### src/rtl/rtc_lectura_seq_if.sv
// RTC register-bus read port: request/acknowledge handshake plus address and data.
// The sequencer drives the master side; the RTC bus (or a bench model) the slave side.
interface rtc_lectura_seq_if;
    logic       rd_req;
    logic [3:0] dir;
    logic       rd_ack;
    logic [7:0] rd_data;

    modport master (output rd_req, output dir, input rd_ack, input rd_data);
    modport slave  (input rd_req, input dir, output rd_ack, output rd_data);
endinterface

### src/rtl/rtc_lectura_seq.sv
// rtc_lectura_seq: read-side sweeper for the RTC register bus.
// On a start tick (while enabled) it reads dir 0..LAST with a req/ack handshake,
// masks each BCD byte, keeps it only if both nibbles are decimal, and pulses
// frame_valid once the whole map has been read.
// Build option: define RTC_TIMER_READ_EN to extend the sweep to the timer
// registers (dir 6..8, LAST=8); otherwise LAST=5 and the timer fields stay 8'h00.
module rtc_lectura_seq #(
    parameter logic [7:0] TIMEOUT_CYC = 8'd200,  // cycles to wait for rd_ack before giving up
    parameter logic [1:0] GAP_CYC     = 2'd1     // idle cycles between reads, must be >= 1
) (
    input  logic                     clk,
    input  logic                     reset,
    input  logic                     start,
    input  logic                     enable,
    rtc_lectura_seq_if.master        bus,
    output logic                     busy,
    output logic                     frame_valid,
    output logic                     err,
    output logic [7:0]               horar,
    output logic [7:0]               minr,
    output logic [7:0]               segr,
    output logic [7:0]               diar,
    output logic [7:0]               mesr,
    output logic [7:0]               annor,
    output logic [7:0]               thorar,
    output logic [7:0]               tminr,
    output logic [7:0]               tsegr
);

`ifdef RTC_TIMER_READ_EN
    localparam int LAST_IDX = 8;
`else
    localparam int LAST_IDX = 5;
`endif
    localparam logic [3:0] LAST_DIR = 4'(LAST_IDX);
    localparam int N_FIELDS = 9;

    typedef enum logic [1:0] {IDLE, REQ, GAP, DONE} state_t;

    state_t     state_reg;
    logic [7:0] tout_cnt_reg;
    logic [1:0] gap_cnt_reg;
    logic       rd_req_reg;
    logic [3:0] dir_reg;
    logic       busy_reg;
    logic       frame_valid_reg;
    logic       err_reg;
    logic [7:0] field_reg [N_FIELDS];

    logic [7:0] cap_mask;
    logic [7:0] cap_data;
    logic       cap_bcd_ok;
    logic       cap_we;

    // Capture path: per-address mask, BCD validity and field write strobe.
    always_comb begin
        cap_mask = 8'h00;
        case (dir_reg)
            4'd0:    cap_mask = 8'h3F;
            4'd1:    cap_mask = 8'h7F;
            4'd2:    cap_mask = 8'h7F;
            4'd3:    cap_mask = 8'h3F;
            4'd4:    cap_mask = 8'h1F;
            4'd5:    cap_mask = 8'hFF;
            4'd6:    cap_mask = 8'h3F;
            4'd7:    cap_mask = 8'h7F;
            4'd8:    cap_mask = 8'h7F;
            default: cap_mask = 8'h00;
        endcase
        cap_data   = bus.rd_data & cap_mask;
        cap_bcd_ok = (cap_data[7:4] <= 4'd9) && (cap_data[3:0] <= 4'd9);
        cap_we     = (state_reg == REQ) && bus.rd_ack && cap_bcd_ok;
    end

    // Sweep FSM: every handshake/status output is a register updated here.
    always_ff @(posedge clk or posedge reset) begin
        if (reset) begin
            state_reg       <= IDLE;
            tout_cnt_reg    <= 8'd0;
            gap_cnt_reg     <= 2'd0;
            rd_req_reg      <= 1'b0;
            dir_reg         <= 4'd0;
            busy_reg        <= 1'b0;
            frame_valid_reg <= 1'b0;
            err_reg         <= 1'b0;
        end else begin
            frame_valid_reg <= 1'b0;
            case (state_reg)
                IDLE: begin
                    // start is a one-shot: if it arrives while disabled it is simply lost
                    if (start && enable) begin
                        state_reg    <= REQ;
                        dir_reg      <= 4'd0;
                        err_reg      <= 1'b0;
                        busy_reg     <= 1'b1;
                        rd_req_reg   <= 1'b1;
                        tout_cnt_reg <= 8'd0;
                    end
                end
                REQ: begin
                    // ack is tested first so an ack on the last allowed cycle still counts
                    if (bus.rd_ack) begin
                        rd_req_reg  <= 1'b0;
                        gap_cnt_reg <= 2'd0;
                        state_reg   <= GAP;
                        if (!cap_bcd_ok) begin
                            err_reg <= 1'b1;
                        end
                    end else if (tout_cnt_reg == TIMEOUT_CYC - 8'd1) begin
                        rd_req_reg  <= 1'b0;
                        gap_cnt_reg <= 2'd0;
                        err_reg     <= 1'b1;
                        state_reg   <= GAP;
                    end else begin
                        tout_cnt_reg <= tout_cnt_reg + 8'd1;
                    end
                end
                GAP: begin
                    if (gap_cnt_reg != GAP_CYC - 2'd1) begin
                        gap_cnt_reg <= gap_cnt_reg + 2'd1;
                    end else if (!enable) begin
                        // master left run mode: drop the frame, keep what was captured
                        busy_reg  <= 1'b0;
                        state_reg <= IDLE;
                    end else if (dir_reg == LAST_DIR) begin
                        state_reg <= DONE;
                    end else begin
                        dir_reg      <= dir_reg + 4'd1;
                        rd_req_reg   <= 1'b1;
                        tout_cnt_reg <= 8'd0;
                        state_reg    <= REQ;
                    end
                end
                DONE: begin
                    frame_valid_reg <= 1'b1;
                    busy_reg        <= 1'b0;
                    state_reg       <= IDLE;
                end
                default: state_reg <= IDLE;
            endcase
        end
    end

    // One holding register per address; fields beyond LAST never load.
    for (genvar gi = 0; gi < N_FIELDS; gi++) begin : g_field
        localparam logic [7:0] RST_VAL = (gi == 3 || gi == 4) ? 8'h01 : 8'h00;
        localparam bit         ACTIVE  = (gi <= LAST_IDX);

        // Load the masked byte only on an accepted capture at this address.
        always_ff @(posedge clk or posedge reset) begin
            if (reset) begin
                field_reg[gi] <= RST_VAL;
            end else if (ACTIVE && cap_we && (dir_reg == 4'(gi))) begin
                field_reg[gi] <= cap_data;
            end
        end
    end

    assign bus.rd_req  = rd_req_reg;
    assign bus.dir     = dir_reg;
    assign busy        = busy_reg;
    assign frame_valid = frame_valid_reg;
    assign err         = err_reg;
    assign horar       = field_reg[0];
    assign minr        = field_reg[1];
    assign segr        = field_reg[2];
    assign diar        = field_reg[3];
    assign mesr        = field_reg[4];
    assign annor       = field_reg[5];
    assign thorar      = field_reg[6];
    assign tminr       = field_reg[7];
    assign tsegr       = field_reg[8];

endmodule

### src/flat_wrapper.sv
// flat-port wrapper written by rule: the top's interface ports become plain ports
module rtc_lectura_seq_flat 
#(
    parameter logic [7:0] TIMEOUT_CYC = 8'd200,                                               
    parameter logic [1:0] GAP_CYC     = 2'd1                                               
)
  (clk, reset, start, enable, busy, frame_valid, err, horar, minr, segr, diar, mesr, annor, thorar, tminr, tsegr, bus_rd_req, bus_dir, bus_rd_ack, bus_rd_data);
  rtc_lectura_seq_if bus_i ();
  input  logic clk;
  input  logic reset;
  input  logic start;
  input  logic enable;
  output logic busy;
  output logic frame_valid;
  output logic err;
  output logic [7:0] horar;
  output logic [7:0] minr;
  output logic [7:0] segr;
  output logic [7:0] diar;
  output logic [7:0] mesr;
  output logic [7:0] annor;
  output logic [7:0] thorar;
  output logic [7:0] tminr;
  output logic [7:0] tsegr;
  output wire logic [$bits(bus_i.rd_req)-1:0] bus_rd_req;
  output wire logic [$bits(bus_i.dir)-1:0] bus_dir;
  input wire logic [$bits(bus_i.rd_ack)-1:0] bus_rd_ack;
  input wire logic [$bits(bus_i.rd_data)-1:0] bus_rd_data;
  assign bus_rd_req = bus_i.rd_req;
  assign bus_dir = bus_i.dir;
  assign bus_i.rd_ack = bus_rd_ack;
  assign bus_i.rd_data = bus_rd_data;
  rtc_lectura_seq #(.TIMEOUT_CYC(TIMEOUT_CYC), .GAP_CYC(GAP_CYC)) u_core (.clk(clk), .reset(reset), .start(start), .enable(enable), .bus(bus_i), .busy(busy), .frame_valid(frame_valid), .err(err), .horar(horar), .minr(minr), .segr(segr), .diar(diar), .mesr(mesr), .annor(annor), .thorar(thorar), .tminr(tminr), .tsegr(tsegr));
endmodule
### config.mk
export PLATFORM = sky130hd
export DESIGN_NAME = rtc_lectura_seq_flat
export DESIGN_NICKNAME = d
export VERILOG_FILES = /design/src/rtl/rtc_lectura_seq_if.sv /design/src/rtl/rtc_lectura_seq.sv /design/src/flat_wrapper.sv
export SDC_FILE = /design/constraint.sdc
export NUM_CORES = 1
export LEC_CHECK = 0
export ABC_AREA = 1
export CAP_MARGIN = 20
export CORE_MARGIN = 2
export CORE_UTILIZATION = 40
export DETAILED_ROUTE_END_ITERATION = 10
export PLACE_DENSITY = 0.68
export REMOVE_ABC_BUFFERS = 1
export SLEW_MARGIN = 20
export SYNTH_ARGS = -nofsm -noshare
export SYNTH_HDL_FRONTEND = slang
export SYNTH_SLANG_ARGS = --single-unit
### constraint.sdc
create_clock -name clk -period 3.6 [get_ports clk]
set_input_delay 0.72 -clock clk [delete_from_list [all_inputs] [get_ports clk]]
set_output_delay 0.72 -clock clk [all_outputs]
set_load 0.03 [all_outputs]
==> results <==
- The antenna violation net count after detailed routing is 0.
- Setup violations remaining at the end of the flow were counted as 0.
- Of the total synthesized cell area, the portion taken by full adders, half adders and majority gates is 0.0213.
- The transition at the pin with the smallest max-transition slack is 0.664 ns.
- The post-route standard cell area excluding fillers is around 4400 um2.
- After global routing the overflow that remains totals 0.
- The critical path endpoint is u_core.segr[2]$_DFFE_PP0P_.
- The leakage power summed over all cells is roughly 0.0022 uW.
- Once placement finished, the instance area stood at 4160 um2.
- Row generation in the floorplan step produced 34 rows.
- STA classifies the critical path startpoint as a flip-flop.
- The data required time of the worst path is roughly 3.8 ns.
- For this run, design rule violations remaining after detail routing come to 0.
- The number of detailed-routing iterations run before antenna repair is 5.
- In this run the deepest clock path goes through 2 buffers.
- The die is 98.0 um tall.
- After technology mapping, the gate count stands at 416.
- The signal arrival time at the worst endpoint is 2.73 ns.
- In the final layout, the share of cells above drive strength 1 is 0.0772.
- The compound-cell area share of the yosys netlist is 0.0347.
- The clock latency on the worst-skew pair is 0.35 ns.
- Of the synthesized area, sequential elements account for 0.482.
- The number of maximum-capacitance violations is 0.
- For this design, the slowest cell found on the critical path is sky130_fd_sc_hd__nand2_2.
- The combinational family with the most area after synthesis is simple AND/OR/NAND/NOR gates.
- From synthesis to final layout, the design area changed by 23.8%.
- Hold timing on the final database bottoms out at a slack of about 0.47 ns.
- The setup TNS is 0 ns.
- Dividing the detail-routed wire length by the instance count gives 13.5 um.
- The number of antenna violations at the first check in global routing was 0.
- The signal on the critical path passes through inv_1 > ha_1 > nand2_1 > nand3_1 > nand3_1 > nand2_1 > nand2_2 > nand3_1 > nand2_1 > nand2_1.
- Setup repair after global routing left no endpoint under its margin.
- In this run the tool buffered the top-level ports with 68 buffer cells.
- The post-cts hold buffer count is 0.
- The synthesized flop and latch total is 68.
- The final worst clock skew is approximately 0.012 ns.
- The highest attainable clock frequency is roughly 0.40 GHz.
- The vias after detailed routing is 2982.
- The minimum setup slack among reg-to-reg paths is around 1.1 ns.
- The estimated wirelength of the detail-placed design is just under 6 mm.
- The area share of xor/xnor cells in the synthesized design is 0.00744.
- The antenna diode count is 0.
- The global placer's final weighted congestion is 0.839.
- The max-slew violation count is 0.
- The number of global-route vias before repair was 2714.
- The number of clock sinks is 68.
- The CTS tree is done.
- The count of boundary I/O pins is 93.
- After clock tree synthesis, the clock-pin slew on the worst setup and hold paths is 0.07 ns.
- The via count normalized by instance count is 4.97.
- For this run, the number of Yosys warnings is 24.
- The delay of the slowest cell on the worst path is 0.50 ns.
- The power density over cell area is 666 nW/um2.
- The full die area is 9600 um2.
- In this run the worst path has a maximum fanout of 39.
- The standard cell core area is 8640 um2.
- Buffers added to address setup during post-CTS repair amount to 0.
- In the global route stage, overall resource usage came out at 0.174.
- Dividing the synthesized area by the synthesized cell count gives roughly 8.5 um2.
- In this run, synthesis inferred 0 flip-flops with an integrated enable.
- The net count reported at finish is 506.
- The first global-routing pass estimated around 14 mm of wire.
- The unique cell type count in the Yosys netlist is 36.
- The cell count of the worst hold path is 2.
- In this run the worst setup path begins at u_core.bus.dir[0]$_DFFE_PP0P_.
- The endpoint identified for the worst register-to-register timing path is u_core.segr[2]$_DFFE_PP0P_.
- The total wire length after detailed routing is 8.11 mm.
- The run finished with clean final reports.
- The portion of synthesized area spent on multiplexers is 0.
- The worst setup path is of the reg2reg kind.
- The async set or reset register ratio after synthesis is 1.00.
- In this run the critical register-to-register path is launched from u_core.bus.dir[0]$_DFFE_PP0P_.
- The peak ir drop on the vdd network is ~0.00033 V.
- The cell repeated most along the worst path is sky130_fd_sc_hd__nand2_1.
- The most used flip-flop cell after synthesis is sky130_fd_sc_hd__dfrtp_1.
- The tree is rooted in a sky130_fd_sc_hd__clkbuf_8.
- The overall die width is 98.0 um.
- The worst slew margin relative to its limit is 0.556.
- The post-route clock period utilization is 0.696.
- The number of gates resized after CTS was 0.
- The launch instance of the worst min-delay path is u_core.mesr[0]$_DFFE_PP1P_.
- The number of buffers created by CTS is 9.
- The maximum number of pins on one net before global-route repair is 42.
- After layout, the minimum clock period comes to 2.50 ns.
- For this configuration, the core starts out at a cell density of 0.409.
- The H-tree depth reported by CTS is 3.
- The kind of end point of the critical path is a flip-flop.
- The share of synthesized cell area in and, or, nand and nor gates is 0.320.
- The combined area of all synthesized cells is 3530 um2.
- The path class of the tightest hold or removal check is reg2reg.
- The number of endpoints with negative hold slack in the final report is 0.
- The depth of the worst register-to-register path is 10.
- The number of DRC markers in iteration 0 is 134.
[layout make-up]
type	count	area, um2
clock buffers	10	128
clock inverters	6	87.6
fillers	836	4260
inverters	40	150
multi-input cells	296	1440
flip-flops and latches	68	1700
well taps	108	135
repair buffers	72	723
[cells by family after synthesis]
kind of cell / after synthesis
simple gates: 242
buf+inv: 75
flops: 68
compound gates: 21
fa+ha+maj: 6
xor+xnor: 3
other cells: 1
[how the worst min path moves through the flow]
stage                                                    to  slack [ns]
after global placement           u_core.mesr[5]$_DFFE_PP0P_        0.45
after global routing             u_core.mesr[0]$_DFFE_PP1P_        0.51
after CTS                        u_core.mesr[0]$_DFFE_PP1P_        0.47
final                            u_core.mesr[0]$_DFFE_PP1P_        0.47
after detailed placement         u_core.mesr[5]$_DFFE_PP0P_        0.46
after floorplan           u_core.gap_cnt_reg[0]$_DFFE_PP0P_        0.46
[metrics by stage]
stage	cells	power, uW	setup slack, ns	utilization
after floorplan	404	1770	1.17	-
after global placement	584	2210	1.08	0.481
after detailed placement	584	2230	1.04	0.481
after CTS	600	2930	1.11	0.506
after global routing	600	3090	0.770	0.506
final	600	2910	1.10	0.506
[critical path, delay by kind of cell (launching register included)]
family	cells	cell delay, ns
fa+ha+maj	1	0.32
buf+inv	1	0.12
flops	1	0.45
simple gates	8	1.49
[synth_stat cells, types with 3 or more instances]
| cell type | instances | area (um2) |
|---|---|---|
| sky130_fd_sc_hd__inv_1 | 36 | 135 |
| sky130_fd_sc_hd__inv_2 | 3 | 11.3 |
| sky130_fd_sc_hd__o21ai_0 | 9 | 45.0 |
| sky130_fd_sc_hd__buf_4 | 27 | 203 |
| sky130_fd_sc_hd__nor3_1 | 3 | 15.0 |
| sky130_fd_sc_hd__nand4_1 | 45 | 282 |
| sky130_fd_sc_hd__nand3_1 | 18 | 90.1 |
| sky130_fd_sc_hd__dfrtp_1 | 66 | 1650 |
| sky130_fd_sc_hd__buf_12 | 3 | 60.1 |
| sky130_fd_sc_hd__ha_1 | 6 | 75.1 |
| sky130_fd_sc_hd__nand2_1 | 139 | 522 |
| sky130_fd_sc_hd__o21ai_1 | 4 | 20.0 |
| sky130_fd_sc_hd__nor2_1 | 24 | 90.1 |
[layer usage]
metal  vias up  global-route usage  wire [um]
met1      1409               0.245       3750
met3        13              0.0401        557
li1       1455                   -          -
met5         -                   0          0
met2       105               0.265       3680
met4         0              0.0577        127
[report_power, final]
group          internal (uW)  switching [uW]
Combinational            413             740
Clock                    392             304
Sequential               939             123
Total                   1740            1170
[layout by cell type (no fill, tap or decap), types with 2 or more instances in the layout]
master	instances
sky130_fd_sc_hd__bufinv_16	2
sky130_fd_sc_hd__buf_4	3
sky130_fd_sc_hd__ha_1	6
sky130_fd_sc_hd__dfrtp_1	66
sky130_fd_sc_hd__clkinv_2	2
sky130_fd_sc_hd__dfstp_2	2
sky130_fd_sc_hd__nand3_4	2
sky130_fd_sc_hd__xnor2_1	2
sky130_fd_sc_hd__o21ai_1	4
sky130_fd_sc_hd__a21oi_1	2
sky130_fd_sc_hd__a21oi_2	2
sky130_fd_sc_hd__o21ai_0	9
sky130_fd_sc_hd__nor2_4	2
sky130_fd_sc_hd__nor2_1	24
sky130_fd_sc_hd__nand3_1	18
sky130_fd_sc_hd__nand2_1	139
sky130_fd_sc_hd__conb_1	24
sky130_fd_sc_hd__clkbuf_8	9
sky130_fd_sc_hd__inv_1	35
sky130_fd_sc_hd__nand4_1	45
sky130_fd_sc_hd__nand2_2	2
sky130_fd_sc_hd__clkdlybuf4s50_1	68
sky130_fd_sc_hd__inv_2	4
sky130_fd_sc_hd__nor3_1	3
sky130_fd_sc_hd__or2_2	2
No activity file was read; power rests on OpenSTA's default activity.
